`src/rtl/poly_mult_loader.sv`:
```
// Host-side loader that moves bus words lane by lane into the POS/RB multiplier RAMs.
// Readback of both RAMs (modes 10/11) is compiled in only when POLY_LOADER_READBACK_EN is defined.
module poly_mult_loader #(
  parameter int unsigned BUS_W     = 128,
  parameter int unsigned ADDR_W    = 10,
  parameter int unsigned POS_W     = 16,
  parameter int unsigned POS_DEPTH = 66,
  parameter int unsigned RB_W      = 32,
  parameter int unsigned RB_DEPTH  = 553
) (
  input  logic              clk,
  input  logic              rst,
  input  logic              load_i,
  input  logic [BUS_W-1:0]  key_i,
  input  logic [BUS_W-1:0]  data_i,
  output logic [BUS_W-1:0]  data_o,
  output logic              busy_o,
  output logic              done_o,
  output logic              err_o,
  output logic              pos_we_o,
  output logic [ADDR_W-1:0] pos_addr_o,
  output logic [POS_W-1:0]  pos_din_o,
  input  logic [POS_W-1:0]  pos_q_i,
  output logic              rb_we_o,
  output logic [ADDR_W-1:0] rb_addr_o,
  output logic [RB_W-1:0]   rb_din_o,
  input  logic [RB_W-1:0]   rb_q_i
);

  localparam int unsigned PosLanes = BUS_W / POS_W;
  localparam int unsigned RbLanes  = BUS_W / RB_W;
  localparam int unsigned MaxLanes = (PosLanes > RbLanes) ? PosLanes : RbLanes;
  localparam int unsigned CNT_W    = $clog2(MaxLanes) + 1;
  localparam int unsigned PosIdxW  = (PosLanes > 1) ? $clog2(PosLanes) : 1;
  localparam int unsigned RbIdxW   = (RbLanes > 1) ? $clog2(RbLanes) : 1;

  localparam logic [ADDR_W:0]  PosDepthW = (ADDR_W+1)'(POS_DEPTH);
  localparam logic [ADDR_W:0]  RbDepthW  = (ADDR_W+1)'(RB_DEPTH);
  localparam logic [CNT_W-1:0] PosLanesC = CNT_W'(PosLanes);
  localparam logic [CNT_W-1:0] RbLanesC  = CNT_W'(RbLanes);

`ifdef POLY_LOADER_READBACK_EN
  localparam bit RdEn = 1'b1;
`else
  localparam bit RdEn = 1'b0;
`endif

  typedef enum logic [2:0] {StIdle, StWr, StRd, StRdLast, StDone} state_e;

  state_e             state_q, state_d;
  logic               sel_rb_q, sel_rb_d;
  logic [ADDR_W-1:0]  start_q, start_d;
  logic [BUS_W-1:0]   shadow_q, shadow_d;
  logic [CNT_W-1:0]   cnt_q, cnt_d;
  logic               rd_pend_q, rd_pend_d;
  logic [CNT_W-1:0]   rd_lane_q, rd_lane_d;
  logic [BUS_W-1:0]   data_q, data_d;
  logic               busy_q, busy_d;
  logic               done_q, done_d;
  logic               err_q, err_d;
  logic               pos_we_q, pos_we_d;
  logic [ADDR_W-1:0]  pos_addr_q, pos_addr_d;
  logic [POS_W-1:0]   pos_din_q, pos_din_d;
  logic               rb_we_q, rb_we_d;
  logic [ADDR_W-1:0]  rb_addr_q, rb_addr_d;
  logic [RB_W-1:0]    rb_din_q, rb_din_d;

  logic               unused_key;
  assign unused_key = ^key_i[BUS_W-3:ADDR_W];

  // Candidate lane: lane 0 of the incoming command in IDLE, otherwise the lane after cnt_q.
  logic               src_rb, src_rd;
  logic [ADDR_W-1:0]  src_start;
  logic [BUS_W-1:0]   src_data;
  logic [CNT_W-1:0]   lane;
  logic [ADDR_W:0]    lane_addr;
  logic               lane_last, lane_ovf, lane_ok;
  logic [PosIdxW-1:0] pos_idx, rd_pos_idx;
  logic [RbIdxW-1:0]  rb_idx, rd_rb_idx;
  logic [POS_W-1:0]   pos_lane;
  logic [RB_W-1:0]    rb_lane;
  logic               issue;

  always_comb begin
    if (state_q == StIdle) begin
      src_rb    = key_i[BUS_W-2];
      src_rd    = key_i[BUS_W-1];
      src_start = key_i[ADDR_W-1:0];
      src_data  = data_i;
      lane      = '0;
    end else begin
      src_rb    = sel_rb_q;
      src_rd    = (state_q != StWr);
      src_start = start_q;
      src_data  = shadow_q;
      lane      = cnt_q + CNT_W'(1);
    end
    lane_addr  = {1'b0, src_start} + (ADDR_W+1)'(lane);
    lane_last  = src_rb ? (lane >= RbLanesC) : (lane >= PosLanesC);
    lane_ovf   = lane_addr >= (src_rb ? RbDepthW : PosDepthW);
    lane_ok    = !lane_last && !lane_ovf;
    pos_idx    = lane[PosIdxW-1:0];
    rb_idx     = lane[RbIdxW-1:0];
    rd_pos_idx = rd_lane_q[PosIdxW-1:0];
    rd_rb_idx  = rd_lane_q[RbIdxW-1:0];
    pos_lane   = src_data[pos_idx*POS_W +: POS_W];
    rb_lane    = src_data[rb_idx*RB_W +: RB_W];
  end

  always_comb begin
    state_d    = state_q;
    sel_rb_d   = sel_rb_q;
    start_d    = start_q;
    shadow_d   = shadow_q;
    cnt_d      = cnt_q;
    rd_pend_d  = rd_pend_q;
    rd_lane_d  = rd_lane_q;
    data_d     = data_q;
    busy_d     = busy_q;
    done_d     = 1'b0;
    err_d      = err_q;
    pos_we_d   = 1'b0;
    pos_addr_d = pos_addr_q;
    pos_din_d  = pos_din_q;
    rb_we_d    = 1'b0;
    rb_addr_d  = rb_addr_q;
    rb_din_d   = rb_din_q;
    issue      = 1'b0;

    // Read data for the lane addressed last cycle arrives now.
    if ((state_q == StRd || state_q == StRdLast) && rd_pend_q) begin
      if (sel_rb_q) data_d[rd_rb_idx*RB_W +: RB_W] = rb_q_i;
      else          data_d[rd_pos_idx*POS_W +: POS_W] = pos_q_i;
    end

    case (state_q)
      StIdle: begin
        if (load_i) begin
          sel_rb_d  = src_rb;
          start_d   = src_start;
          shadow_d  = data_i;
          err_d     = 1'b0;
          data_d    = '0;
          rd_pend_d = 1'b0;
          if ((src_rd && !RdEn) || !lane_ok) begin
            err_d   = 1'b1;
            done_d  = 1'b1;
            state_d = StDone;
          end else begin
            issue   = 1'b1;
            busy_d  = 1'b1;
            state_d = src_rd ? StRd : StWr;
          end
        end
      end
      StWr: begin
        if (lane_ok) begin
          issue = 1'b1;
        end else begin
          err_d   = !lane_last;
          busy_d  = 1'b0;
          done_d  = 1'b1;
          state_d = StDone;
        end
      end
      StRd: begin
        rd_pend_d = 1'b1;
        rd_lane_d = cnt_q;
        if (lane_ok) begin
          issue = 1'b1;
        end else begin
          err_d   = !lane_last;
          state_d = StRdLast;
        end
      end
      StRdLast: begin
        rd_pend_d = 1'b0;
        busy_d    = 1'b0;
        done_d    = 1'b1;
        state_d   = StDone;
      end
      StDone:  state_d = StIdle;
      default: state_d = StIdle;
    endcase

    if (issue) begin
      cnt_d = lane;
      if (src_rb) begin
        rb_addr_d = lane_addr[ADDR_W-1:0];
        if (!src_rd) begin
          rb_we_d  = 1'b1;
          rb_din_d = rb_lane;
          data_d[rb_idx*RB_W +: RB_W] = rb_lane;
        end
      end else begin
        pos_addr_d = lane_addr[ADDR_W-1:0];
        if (!src_rd) begin
          pos_we_d  = 1'b1;
          pos_din_d = pos_lane;
          data_d[pos_idx*POS_W +: POS_W] = pos_lane;
        end
      end
    end
  end

  always_ff @(posedge clk) begin
    if (rst) begin
      state_q    <= StIdle;
      sel_rb_q   <= 1'b0;
      start_q    <= '0;
      shadow_q   <= '0;
      cnt_q      <= '0;
      rd_pend_q  <= 1'b0;
      rd_lane_q  <= '0;
      data_q     <= '0;
      busy_q     <= 1'b0;
      done_q     <= 1'b0;
      err_q      <= 1'b0;
      pos_we_q   <= 1'b0;
      pos_addr_q <= '0;
      pos_din_q  <= '0;
      rb_we_q    <= 1'b0;
      rb_addr_q  <= '0;
      rb_din_q   <= '0;
    end else begin
      state_q    <= state_d;
      sel_rb_q   <= sel_rb_d;
      start_q    <= start_d;
      shadow_q   <= shadow_d;
      cnt_q      <= cnt_d;
      rd_pend_q  <= rd_pend_d;
      rd_lane_q  <= rd_lane_d;
      data_q     <= data_d;
      busy_q     <= busy_d;
      done_q     <= done_d;
      err_q      <= err_d;
      pos_we_q   <= pos_we_d;
      pos_addr_q <= pos_addr_d;
      pos_din_q  <= pos_din_d;
      rb_we_q    <= rb_we_d;
      rb_addr_q  <= rb_addr_d;
      rb_din_q   <= rb_din_d;
    end
  end

  assign data_o     = data_q;
  assign busy_o     = busy_q;
  assign done_o     = done_q;
  assign err_o      = err_q;
  assign pos_we_o   = pos_we_q;
  assign pos_addr_o = pos_addr_q;
  assign pos_din_o  = pos_din_q;
  assign rb_we_o    = rb_we_q;
  assign rb_addr_o  = rb_addr_q;
  assign rb_din_o   = rb_din_q;

endmodule

```
`config.mk`:
```
export PLATFORM = sky130hd
export DESIGN_NAME = poly_mult_loader
export DESIGN_NICKNAME = d
export VERILOG_FILES = /design/src/rtl/poly_mult_loader.sv
export SDC_FILE = /design/constraint.sdc
export NUM_CORES = 1
export LEC_CHECK = 0
export BUFFER_PORTS_ARGS = -buffer_cell sky130_fd_sc_hd__buf_2
export CORE_ASPECT_RATIO = 2
export CORE_MARGIN = 1
export CORE_UTILIZATION = 40
export CTS_CLUSTER_DIAMETER = 50
export CTS_CLUSTER_SIZE = 16
export DETAILED_ROUTE_END_ITERATION = 10
export SETUP_SLACK_MARGIN = 0.4
export SLEW_MARGIN = 15
export SYNTH_ARGS = -nofsm -noshare
export SYNTH_HDL_FRONTEND = slang
export SYNTH_SLANG_ARGS = --single-unit
```
`constraint.sdc`:
```
create_clock -name clk -period 6.6 [get_ports clk]
set_input_delay 0.33 -clock clk [delete_from_list [all_inputs] [get_ports clk]]
set_output_delay 0.33 -clock clk [all_outputs]
set_load 0.03 [all_outputs]
```
==> flow_metrics.tcl <==
set metrics [dict create \
    nets 3394 \
    crit_buf_inv 1 \
    ys.warnings.count 0 \
    maxSlewHeadroom_pct 9.59 \
    worst_slack_ps 919 \
    netlist.area_leader.share_pct 33.2 \
    grtUsageMet3_pct 11.5 \
    finalSetupTns_ps 0 \
    cp_slowest_stage_delay_ps 750 \
    place_ws_ps 1190 \
    worstSetupEndpointType "flip-flop" \
    grt_pass1_wl_um 165000 \
    worst_pin_slew_ps 1320 \
    track_usage_pct 42.2 \
    status "finished, final reports clean" \
    synth_nets 3085 \
    synthesis.instances 2754 \
    gr-usage-met2_pct 68.4 \
    yosys-top-cells-count "nand2_1 (521), dfxtp_1 (351), a21oi_1 (327)" \
    rsz0062_at_grt "no" \
    crit_slowest_cell "a2111oi_0" \
    cts.sinks 351 \
    port_buffers 391 \
    ys_dominant_reg_cell "dfxtp_1" \
    io_pins 508 \
    grt_antenna_before_repair 15 \
    fin_crit_sh_pct 86.1 \
    synth_seq_cells 351 \
    synthToLayoutAreaGrowth_pct 20.6 \
    rows 118 \
    slew_viol_final 0 \
    max-vdd-ir-drop_v 0.000227 \
    critPathLaunchType "flip-flop" \
    busiest_layer "met2" \
    async_flop_share_pct 0 \
    initial_core_util_pct 40.7 \
    clockBufferDepth 3 \
    die_h_um 327 \
    cp.depth 14 \
    stdcell_area_um2 25500 \
    fin_worst_skew_ps 21.7 \
    hpwlAfterDp_um 83200 \
    overflow 0 \
    synth_area_um2 21200 \
    fmaxAchievable_ghz 0.176 \
    vias 25000 \
    synth_area_per_cell_um2 7.68 \
    hold_path_depth 3 \
    p_per_area_nw_per_um2 319 \
    wire_per_inst_um 30.9 \
    gp_congestion 1.04 \
    rr_worst_depth 14 \
    worstPathRequired_ps 6900 \
    root_buffer "clkbuf_16" \
    design.die.area_um2 53900 \
    ys_seq_area_share_pct 33.2 \
    fill_cells 5220 \
    dieWidth_um 165 \
    drive_gt1_share_pct 20.6 \
    leakage_uw 0.00983 \
    hold_violations 0 \
    cap_violations 0 \
    ant_nets 0 \
    cpLargestDelayFamily "compound AO/OA/AOI/OAI gates" \
    setup_violations 0 \
    synth_most_common_cell "nand2_1" \
    cts_tree "done" \
    vias_per_cell 6.67 \
    synth_area_leader_cell "dfxtp_1" \
    hp-class "primary input to flip-flop" \
    crit_chain "or3_2, buf_4, nand2_1, nand2_1, ha_1, o21a_1, a21oi_1, a2111oi_0, xnor2_1, ha_1, a221o_1, a211o_4, o31ai_4, o221ai_1" \
    core_area_um2 52000 \
    grt.met1_usage_pct 45.2 \
    placed_area_um2 23700 \
    route.detailed.drc 0 \
    cts_setup_buffers 0 \
    period_minus_slack_ps 5680 \
    first_iter_violations 3443 \
    synth_edf_count 0 \
    htree_num_levels 2 \
    crit_arrival_ps 5980 \
    wl_um 116000 \
    clkSlewWorstSetupHoldPaths_ps 70 \
    holdWs_ps 10.7 \
    drt_pass1_iterations 9 \
    ys_types 83 \
    worst-setup-path-type "flip-flop to flip-flop" \
    numCtsBuffers 36 \
    clkLatencyLatePin_ps 570 \
    path_max_fanout 13 \
    yosys-top-cells-area "dfxtp_1 (33%), nand2_1 (9.2%), a21oi_1 (7.7%), mux4_2 (5.1%), nor2_1 (4.0%)" \
    grt_pass1_vias 24200 \
    grt_max_degree 95 \
]
layout by cell type (no fill, tap or decap), types with 10 or more instances in the layout:
cell type / synthesis / routed
nand3_1: 47 / 46
nor3_1: 37 / 35
mux4_2: 48 / 48
nor2b_1: 11 / 11
a32oi_1: 23 / 23
mux2i_1: 76 / 76
clkbuf_16: 0 / 37
ha_1: 23 / 22
o211ai_1: 16 / 16
o21ai_1: 16 / 14
buf_4: 7 / 81
a21o_1: 11 / 11
a22oi_1: 95 / 95
or3_1: 12 / 11
dlygate4sd3_1: 0 / 56
nand2_1: 521 / 520
o22ai_1: 119 / 119
dfxtp_1: 351 / 350
o221ai_1: 61 / 61
a222oi_1: 40 / 40
and2_1: 22 / 21
buf_2: 34 / 390
nand2b_1: 10 / 10
a211oi_1: 49 / 49
a21oi_1: 327 / 325
o21ai_0: 120 / 120
nor2_1: 227 / 225
and3_1: 21 / 18
inv_1: 22 / 22
o2bb2ai_1: 22 / 22
registers in the layout (all words and copies together), names as in the netlist:
name,cells
busy_o,1
cnt_q,4
data_o,128
done_o,1
err_o,1
pos_addr_o,10
pos_din_o,16
pos_we_o,1
rb_addr_o,10
rb_din_o,32
rb_we_o,1
rd_lane_q,3
rd_pend_q,1
sel_rb_q,1
shadow_q,128
start_q,10
state_q,3
cell type report:
cell class	count	area, µm²	area share [%]
antenna	7	17.5	0.0687
multi-input combinational	2114	13100	51.4
clock buffer	38	930	3.64
inverter	25	93.8	0.368
clock inverter	18	228	0.893
sequential	351	7030	27.6
tap	660	826	3.24
timing repair buffer	535	3260	12.8
report_power, final:
part	leakage, µW	internal, µW	total (µW)	switching (µW)
Sequential	0.00285	2330	2530	201
Combinational	0.00642	955	3440	2480
Clock	0.000563	1190	2170	984
metrics by stage:
| stage | instances | utilization [%] | power [µW] |
|---|---|---|---|
| after floorplan | 2754 | - | 4520 |
| after global placement | 3628 | 45.7 | 5810 |
| after detailed placement | 3628 | 45.7 | 5850 |
| after CTS | 3740 | 49.0 | 8020 |
| after global routing | 3745 | 49.1 | 8390 |
| final | 3748 | 49.1 | 8140 |
final timing paths:
check / from / end / slack (ps)
hold reg to reg: rb_addr_o[3] / rb_addr_o[3] / 460
setup / recovery: state_q[1] / data_o[52] / 920
hold / removal: data_i[58] / shadow_q[58] / 10
setup reg to reg: state_q[1] / data_o[52] / 920
per-layer routing:
| layer | part of all wire (%) | wire [µm] |
|---|---|---|
| met2 | 47 | 54400 |
| met4 | 9.2 | 10700 |
| met5 | 0.080 | 93 |
| met1 | 33 | 38600 |
| met3 | 10 | 12100 |
timing repair:
| action | CTS | global route |
|---|---|---|
| hold endpoints to repair | 56 | 0 |
| hold buffers | 56 | 0 |
| resized for setup | 0 | 0 |
worst register-to-register path, delay by kind of cell, from the launching register on:
family / cells / cell delay [ps]
xor+xnor: 1 / 300
buf+inv: 1 / 260
compound gates: 7 / 2960
fa+ha+maj: 2 / 630
flops: 1 / 430
simple gates: 3 / 840
logic make-up after synthesis:
| family | count (synthesis) | synth area share, % |
|---|---|---|
| compound gates | 1003 | 31.3 |
| xor+xnor | 11 | 0.455 |
| fa+ha+maj | 24 | 1.46 |
| buf+inv | 289 | 5.45 |
| flops | 351 | 33.2 |
| mux | 131 | 9.09 |
| simple gates | 945 | 19.0 |
(Power assumes the default switching activity.)
